[src/rtl/keypad_scanner.sv]
`default_nettype none
// ============================================================================
// Module  : keypad_scanner
// Brief   : Column-strobed ROWS x COLS keypad scanner with synchroniser,
//           press/release debounce, multi-key rejection and valid/ready output.
// Revision: 1.0 - initial release
// ============================================================================
module keypad_scanner #(
  parameter int ROWS            = 4,
  parameter int COLS            = 3,
  parameter int DEBOUNCE_CYCLES = 16,
  parameter int SCAN_DIV        = 4,
  localparam int CODE_W         = ((ROWS * COLS) > 1) ? $clog2(ROWS * COLS) : 1
) (
  input  logic              clk,
  input  logic              reset,
  input  logic [ROWS-1:0]   rows,
  output logic [COLS-1:0]   col_drive,
  output logic              key_valid,
  output logic [CODE_W-1:0] key_code,
  input  logic              key_ready,
  output logic              key_held,
  output logic              multi_key
);

  localparam int RW = (ROWS > 1) ? $clog2(ROWS) : 1;
  localparam int CW = $clog2(COLS);
  localparam int DW = $clog2(SCAN_DIV);
  localparam int BW = $clog2(DEBOUNCE_CYCLES + 1);

  localparam logic [DW-1:0] c_DWELL_LAST = DW'(SCAN_DIV - 1);
  localparam logic [BW-1:0] c_DB_TARGET  = BW'(DEBOUNCE_CYCLES);
  localparam logic [CW-1:0] c_COL_LAST   = CW'(COLS - 1);

  typedef enum logic [1:0] {
    S_SCAN       = 2'd0,
    S_PRESS_DB   = 2'd1,
    S_HELD       = 2'd2,
    S_RELEASE_DB = 2'd3
  } state_t;

  state_t            r_state;
  state_t            w_state_next;
  logic [ROWS-1:0]   r_sync;
  logic [ROWS-1:0]   r_rs;
  logic [DW-1:0]     r_dwell;
  logic [BW-1:0]     r_db_cnt;
  logic [COLS-1:0]   r_col_drive;
  logic [CW-1:0]     r_col_idx;
  logic [ROWS-1:0]   r_row_oh;
  logic [RW-1:0]     r_row_idx;
  logic              r_key_valid;
  logic [CODE_W-1:0] r_key_code;
  logic              r_key_held;
  logic              r_multi;

  logic              w_rs_zero;
  logic              w_rs_onehot;
  logic [RW-1:0]     w_row_enc;
  logic              w_dwell_last;
  logic [BW-1:0]     w_db_next;
  logic              w_db_done;
  logic [CODE_W-1:0] w_code;

  logic w_rotate;
  logic w_capture;
  logic w_db_clr;
  logic w_db_inc;
  logic w_emit;
  logic w_release;
  logic w_multi;

  always_ff @(posedge clk or posedge reset) begin
    if (reset) begin
      r_sync <= '0;
      r_rs   <= '0;
    end else begin
      r_sync <= rows;
      r_rs   <= r_sync;
    end
  end

  assign w_rs_zero    = (r_rs == '0);
  assign w_rs_onehot  = !w_rs_zero && ((r_rs & (r_rs - 1'b1)) == '0);
  assign w_dwell_last = (r_dwell == c_DWELL_LAST);
  // Saturates so a stalled press holds at the target count.
  assign w_db_next    = (r_db_cnt == c_DB_TARGET) ? c_DB_TARGET : r_db_cnt + BW'(1);
  assign w_db_done    = (w_db_next == c_DB_TARGET);
  assign w_code       = CODE_W'(r_row_idx) * CODE_W'(COLS) + CODE_W'(r_col_idx);

  always_comb begin
    w_row_enc = '0;
    for (int i = 0; i < ROWS; i++) begin
      if (r_rs[i]) w_row_enc = RW'(i);
    end
  end

  always_ff @(posedge clk or posedge reset) begin
    if (reset) r_state <= S_SCAN;
    else       r_state <= w_state_next;
  end

  always_comb begin
    w_state_next = r_state;
    w_rotate     = 1'b0;
    w_capture    = 1'b0;
    w_db_clr     = 1'b0;
    w_db_inc     = 1'b0;
    w_emit       = 1'b0;
    w_release    = 1'b0;
    w_multi      = 1'b0;
    case (r_state)
      S_SCAN: begin
        if (w_dwell_last) begin
          if (w_rs_zero) begin
            w_rotate = 1'b1;
          end else if (w_rs_onehot) begin
            w_capture    = 1'b1;
            w_db_clr     = 1'b1;
            w_state_next = S_PRESS_DB;
          end else begin
            w_multi  = 1'b1;
            w_rotate = 1'b1;
          end
        end
      end
      S_PRESS_DB: begin
        if (r_rs == r_row_oh) begin
          if (w_db_done && !r_key_valid) begin
            w_emit       = 1'b1;
            w_state_next = S_HELD;
          end else begin
            w_db_inc = 1'b1;
          end
        end else begin
          w_db_clr     = 1'b1;
          w_rotate     = 1'b1;
          w_state_next = S_SCAN;
        end
      end
      S_HELD: begin
        if (w_rs_zero) begin
          w_db_clr     = 1'b1;
          w_state_next = S_RELEASE_DB;
        end
      end
      S_RELEASE_DB: begin
        if (!w_rs_zero) begin
          w_state_next = S_HELD;
        end else if (w_db_done) begin
          w_release    = 1'b1;
          w_rotate     = 1'b1;
          w_state_next = S_SCAN;
        end else begin
          w_db_inc = 1'b1;
        end
      end
      default: w_state_next = S_SCAN;
    endcase
  end

  always_ff @(posedge clk or posedge reset) begin
    if (reset) begin
      r_dwell     <= '0;
      r_db_cnt    <= '0;
      r_col_drive <= COLS'(1);
      r_col_idx   <= '0;
      r_row_oh    <= '0;
      r_row_idx   <= '0;
      r_key_valid <= 1'b0;
      r_key_code  <= '0;
      r_key_held  <= 1'b0;
      r_multi     <= 1'b0;
    end else begin
      if (r_state == S_SCAN) r_dwell <= w_dwell_last ? '0 : r_dwell + DW'(1);
      else                   r_dwell <= '0;

      if (w_db_clr)      r_db_cnt <= '0;
      else if (w_db_inc) r_db_cnt <= w_db_next;

      if (w_rotate) begin
        r_col_drive <= {r_col_drive[COLS-2:0], r_col_drive[COLS-1]};
        r_col_idx   <= (r_col_idx == c_COL_LAST) ? '0 : r_col_idx + CW'(1);
      end

      if (w_capture) begin
        r_row_oh  <= r_rs;
        r_row_idx <= w_row_enc;
      end

      if (w_emit) begin
        r_key_code  <= w_code;
        r_key_valid <= 1'b1;
      end else if (r_key_valid && key_ready) begin
        r_key_valid <= 1'b0;
      end

      if (w_emit)         r_key_held <= 1'b1;
      else if (w_release) r_key_held <= 1'b0;

      r_multi <= w_multi;
    end
  end

  assign col_drive = r_col_drive;
  assign key_valid = r_key_valid;
  assign key_code  = r_key_code;
  assign key_held  = r_key_held;
  assign multi_key = r_multi;

endmodule
`default_nettype wire

[config.mk]
export PLATFORM = sky130hd
export DESIGN_NAME = keypad_scanner
export DESIGN_NICKNAME = d
export VERILOG_FILES = /design/src/rtl/keypad_scanner.sv
export SDC_FILE = /design/constraint.sdc
export NUM_CORES = 1
export LEC_CHECK = 0
export BUFFER_PORTS_ARGS = -buffer_cell sky130_fd_sc_hd__buf_2
export CORE_MARGIN = 4
export CORE_UTILIZATION = 50
export CTS_BUF_LIST = sky130_fd_sc_hd__clkbuf_16
export CTS_CLUSTER_SIZE = 20
export DETAILED_ROUTE_END_ITERATION = 6
export PLACE_DENSITY = 0.73
export SLEW_MARGIN = 0
export SYNTH_ARGS = -nofsm -noshare
export SYNTH_HDL_FRONTEND = slang
export SYNTH_SLANG_ARGS = --single-unit
[constraint.sdc]
create_clock -name clk -period 2.2 [get_ports clk]
set_clock_uncertainty 0.15 [all_clocks]
set_input_delay 0.44 -clock clk [delete_from_list [all_inputs] [get_ports clk]]
set_output_delay 0.44 -clock clk [all_outputs]
set_load 0.02 [all_outputs]
[After elaboration in Yosys (flattened, before gate mapping)]
Index checks and enable logic that the tools add are counted.
Operators by class
  reductions and logical operators: 12
  mux-type cells: 47
  bitwise gates (word level): 1
  multipliers: 1
  add/sub/neg operators: 5
  equality and inequality tests: 14
Operators by type and width (number)
  $mux 1: 27
  $mux 2: 13
  $mux 5: 3
  $eq 5x5->1 const B: 2
  $eq 2x2->1 const B: 4
  $logic_not 4->1: 2
  $ne 2x2->1 const B: 4
  $pmux 2 s4: 1
  $ne 3x3->1 const B: 2
  $pmux 1 s3: 2
  $reduce_and 6->1: 1
  $reduce_bool 2->1: 3
  $add 5x1->5 const B: 1
  $add 2x1->2 const B: 2
  $add 4x2->4: 1
  $and 4x4->4: 1
  $eq 4x4->1: 1
  $mul 2x2->4 const B: 1
  $sub 4x1->4 const B: 1
  $logic_and 1x1->1: 3
  $eq 2x1->1 const B: 1
  $logic_not 1->1: 2
  $logic_not 2->1: 1
  $pmux 1 s2: 1
Storage, ports and cells
  output and inout port bits: 10
  bits of input ports: 7
  word-level logic and storage cells: 93
  register bits: 35

[Longest topological paths before layout]
  depth after elaboration: 9
  depth in mapped cells: 8
  mapped depth without buffers: 7

[Worst setup path after synthesis]
No wires, ideal clock.
  kind: reg-to-reg
  from: reg r_db_cnt[0]
  to: reg r_key_code[0], in the netlist key_code[0]
  arrival: 2.088 ns
  clock period less this slack: 2.363 ns
  buffers on the path: 0
  slack: -0.163 ns
  cell stages (with the launch flop): 7
  setup time: 0.125 ns
  required time: 1.925 ns
  cell sequence: dfrtp_1 > inv_1 > ha_1 > o41ai_4 > nand3_2 > nor4_4 > mux2_4
On the way
  cells in the longest elaborated chain, start to end: 7
  elaborated cells on any way between the ends: 8
  those cells by class: 1 x add/sub; 2 x eq/ne; 4 x mux; 1 x reduce/logical
Ends and longest elaborated chain
  from (decl): line 47  | logic [BW-1:0] r_db_cnt;
  from (signal assigned): line 179  | else if (w_db_inc) r_db_cnt <= w_db_next;
  $add 5x1->5 / $eq 5x5->1 (equally long branches): line 87  | assign w_db_next = (r_db_cnt == c_DB_TARGET) ? c_DB_TARGET : r_db_cnt + BW'(1);
  $mux 5 (*): line 87
  $eq 5x5->1 (*): line 88  | assign w_db_done = (w_db_next == c_DB_TARGET);
  $logic_and 1x1->1 (*): line 129  | if (w_db_done && !r_key_valid) begin
  $mux 1 (*): line 129
  $mux 1 (*): line 128  | if (r_rs == r_row_oh) begin
  $mux 1 (*): line 112  | case (r_state)
  to (signal assigned): line 192  | r_key_code <= w_code;
  to (decl): line 53  | logic [CODE_W-1:0] r_key_code;
Mark *: on every way between the ends. The rest lies on a longest branch, timed or not.
A chain may end at the register's enable or synchronous reset.

[Worst setup path after layout]
  from: reg r_db_cnt[0]
  to: reg r_col_drive[2], in the netlist col_drive[2]
On the way
  cells in the longest elaborated chain, start to end: 6
  elaborated cells on any way between the ends: 7
  those cells by class: 1 x add/sub; 2 x eq/ne; 4 x mux
Ends and longest elaborated chain
  $add 5x1->5 / $eq 5x5->1 (equally long branches): line 87
  $mux 5 (*): line 87
  $eq 5x5->1 (*): line 88
  $mux 1 (*): line 150  | end else if (w_db_done) begin
  $mux 1 (*): line 148  | if (!w_rs_zero) begin
  $pmux 1 s3 (*): line 112
  to (signal assigned): line 182  | r_col_drive <= {r_col_drive[COLS-2:0], r_col_drive[COLS-1]};
  to (decl): line 48  | logic [COLS-1:0] r_col_drive;
Marked as above.

==> impl_metrics.py <==
metrics = {
    "routing": {
        "drc": 0,
        "vias": 1230,
        "routed_wl_mm": 3.57,
        "wl_per_cell_um": 15.6,
        "first_iter_violations": 76,
        "ant_nets": 0,
        "first_pass_iters": 4,
        "via_per_inst": 5.39,
    },
    "yosys": {
        "syn_area_per_cell_sq_um": 11.9,
        "syn_nets": 162,
        "syn_inst": 148,
        "async_flop_share_pct": 100,
        "ys_seq_area_share_pct": 49.9,
        "synth_top_cell_area_share_pct": 48.4,
        "synthTopCellsByArea": "dfrtp_1 (48%), mux2_2 (5.1%), ha_1 (3.6%)",
        "synthFlopType": "dfrtp_1",
        "yosysTopAreaCell": "dfrtp_1",
        "synth_area_sq_um": 1760,
        "ys_types": 46,
        "synth_edf_count": 0,
        "synth_seq_cells": 35,
        "ys_warn_count": 0,
    },
    "run": {
        "maxCapViolations": 0,
    },
    "floorplan": {
        "die_h_um": 67.3,
        "die_x_um": 67.3,
        "core-area_sq_um": 3360,
        "num_rows": 21,
        "start_util_pct": 52.3,
        "die-area_sq_um": 4530,
        "boundaryPins": 17,
    },
    "placed_design": {
        "dp_slack_ns": -0.117,
        "gp_congestion": 0.780,
        "io_buffers": 16,
        "dpl.hpwl_mm": 2.43,
        "dp_cells": 215,
    },
    "power_and_ir_drop": {
        "seqPwrFrac_pct": 40.1,
        "p_int_mw": 1.48,
        "sw_frac_of_total_pct": 31.1,
        "p_leak_nw": 1.02,
        "power.density_nw_per_um2": 952,
        "ir_drop_mv": 0.898,
        "power_frac_comb_pct": 27.5,
        "clkPwrFrac_pct": 32.5,
        "p_switching_uw": 667,
    },
    "grt": {
        "grt_overflow": 0,
        "grt_max_degree": 36,
        "grt_pass1_wl_mm": 5.68,
        "first_global_vias": 1291,
        "grt_use_total_pct": 16.9,
        "antenna_found_initial": 0,
    },
    "cts": {
        "worstSkewPairLatency_ns": 0.28,
        "h-tree-depth": 2,
        "path_clk_slew_ns": 0.06,
        "cts.sinks": 35,
        "cts_buffers": 5,
        "cts_tree": "built",
        "cts_root_buf": "clkbuf_16",
        "max-clock-path-buffers": 2,
    },
    "finish": {
        "fin_nets": 195,
        "diodes": 0,
        "seqCellArea_sq_um": 877,
        "area_growth_pct": 28.0,
        "stdcell_count": 228,
        "n_fill_cell": 257,
        "multi_input_area_sq_um": 896,
        "layout-drive-gt1-share_pct": 40.1,
    },
    "sta": {
        "fin_setup_tns_ns": -0.831,
        "fin_ws_ns": -0.107,
        "relSlewSlack_pct": 44.4,
        "max_freq_mhz": 433,
        "min_period_ns": 2.31,
        "slew_viol_final": 0,
        "hold_viol": 0,
        "fin_crit_sh_pct": 105,
        "setup_viol_count_final": 15,
        "rsz0062_at_grt": "yes",
        "tightest_slew_ns": 0.830,
    },
    "critical_path": {
        "r2r-start": "r_db_cnt[0]$_DFFE_PP0P_",
        "path_max_fanout": 5,
        "startpoint_type": "flip-flop",
        "required_ns": 2.21,
        "worstPathArrival_ns": 2.32,
        "r2r-end": "col_drive[2]$_DFFE_PP0P_",
        "path_class": "reg -> reg",
        "regToRegSetupSlack_ns": -0.11,
        "endpoint_kind": "flip-flop",
        "cp-startpoint": "r_db_cnt[0]$_DFFE_PP0P_",
        "r2r_cells": 7,
    },
    "outcome": {
        "violations": "setup timing",
        "status": "complete, but fails checks",
    },
    "min_path": {
        "min_path_type": "in -> async",
    },
}
## cell usage after synthesis (2+ instances only)
cell      instances
a21oi_1           2
and2_1            2
and3_1            2
buf_2             4
dfrtp_1          34
fa_1              2
ha_1              5
inv_1            15
mux2_2            8
mux2_4            2
mux2i_1           2
nand2_1           4
nand2b_1          4
nand3_1           2
nand4_1           2
nor2_1            6
nor2b_1           2
nor3_1            4
o211ai_1          4
o21a_1            2
o21ai_0           4
o21bai_1          2
o22ai_1           2
o31ai_2           5
xnor2_1           6
## sequential cells by signal (all words and copies together), names as in the netlist, 3 cells and up
name,cells
col_drive,3
key_code,4
r_db_cnt,5
r_row_oh,4
r_rs,4
r_sync,4
## worst max path at each step
stage	to	slack (ns)
finish	col_drive[2]$_DFFE_PP0P_	-0.11
CTS	col_drive[2]$_DFFE_PP0P_	-0.10
global route	key_code[1]$_DFFE_PP0P_	-0.18
global placement	key_code[0]$_DFFE_PP0P_	0.0003
floorplan	key_code[0]$_DFFE_PP0P_	-0.04
detailed placement	key_code[1]$_DFFE_PP0P_	-0.12
## layout make-up
cell class	instances	share of cell area, %
Sequential cell	35	39.0
Multi-Input combinational cell	92	39.8
Clock buffer	5	5.56
Inverter	15	2.61
Clock inverter	3	1.06
Tap cell	46	2.56
Timing Repair Buffer	32	9.40
## power groups by stage
| stage | combinational [mW] | clock (mW) | sequential, mW |
|---|---|---|---|
| after floorplan | 0.417 | 0 | 0.841 |
| after global placement | 0.486 | 0 | 0.859 |
| after detailed placement | 0.528 | 0 | 0.867 |
| after CTS | 0.589 | 0.707 | 0.859 |
| after global routing | 0.671 | 0.732 | 0.876 |
| final | 0.589 | 0.696 | 0.858 |
## metrics by stage
step,total power [mW],hold slack (ns),instance area (sq um),utilization [%]
after global placement,1.35,0.183,1950,58.1
after floorplan,1.26,0.181,1760,-
after detailed placement,1.39,0.198,1950,58.1
after CTS,2.15,0.108,2180,64.7
after global routing,2.28,0.110,2250,66.9
final,2.14,0.0951,2250,66.9
## cells by family (layout without fill, tap and decap cells)
kind of cell / count (synthesis) / in the layout / synth area share, %
compound gates: 29 / 29 / 14.3
fa+ha+maj: 8 / 8 / 6.41
xor+xnor: 7 / 7 / 3.49
buf+inv: 21 / 55 / 4.98
mux: 12 / 12 / 7.97
flops: 35 / 35 / 49.9
simple gates: 36 / 36 / 13.0
## per-layer routing
metal | global-route usage [%] | routed length, um | vias to the layer above
met3 | 4.49 | 129 | 8
met4 | 6.84 | 63 | 0
met2 | 29.7 | 1860 | 24
met1 | 19.5 | 1510 | 614
li1 | - | - | 584
met5 | 0 | 0 | -
## layout by cell type, fill, tap and decap left out, types with 3 or more instances in the layout
master,instances
dfrtp_1,34
buf_2,16
inv_1,13
buf_4,13
mux2_4,7
xnor2_1,6
nor2_1,6
clkbuf_16,5
o211ai_1,4
nor3_1,4
nand2_1,4
nand2b_1,4
o21ai_0,3
o31ai_2,3
mux2_2,3
ha_1,3
buf_6,3
## what timing repair did
action,in CTS,in global routing
endpoints found under the hold margin,0,0
buffers inserted,4,2
endpoints found under the setup margin,17,16
hold buffers,0,0
pin swaps,7,3
gates resized for setup,13,9
## critical path: stages, from the launching register on
cell and delay, ns:
dfrtp_1 0.42, ha_2 0.22, and2b_4 0.20, o41ai_4 0.32, buf_4 0.18, nand4_1 0.17
o21ai_4 0.18, mux2_4 0.33
(Power assumes the default switching activity.)
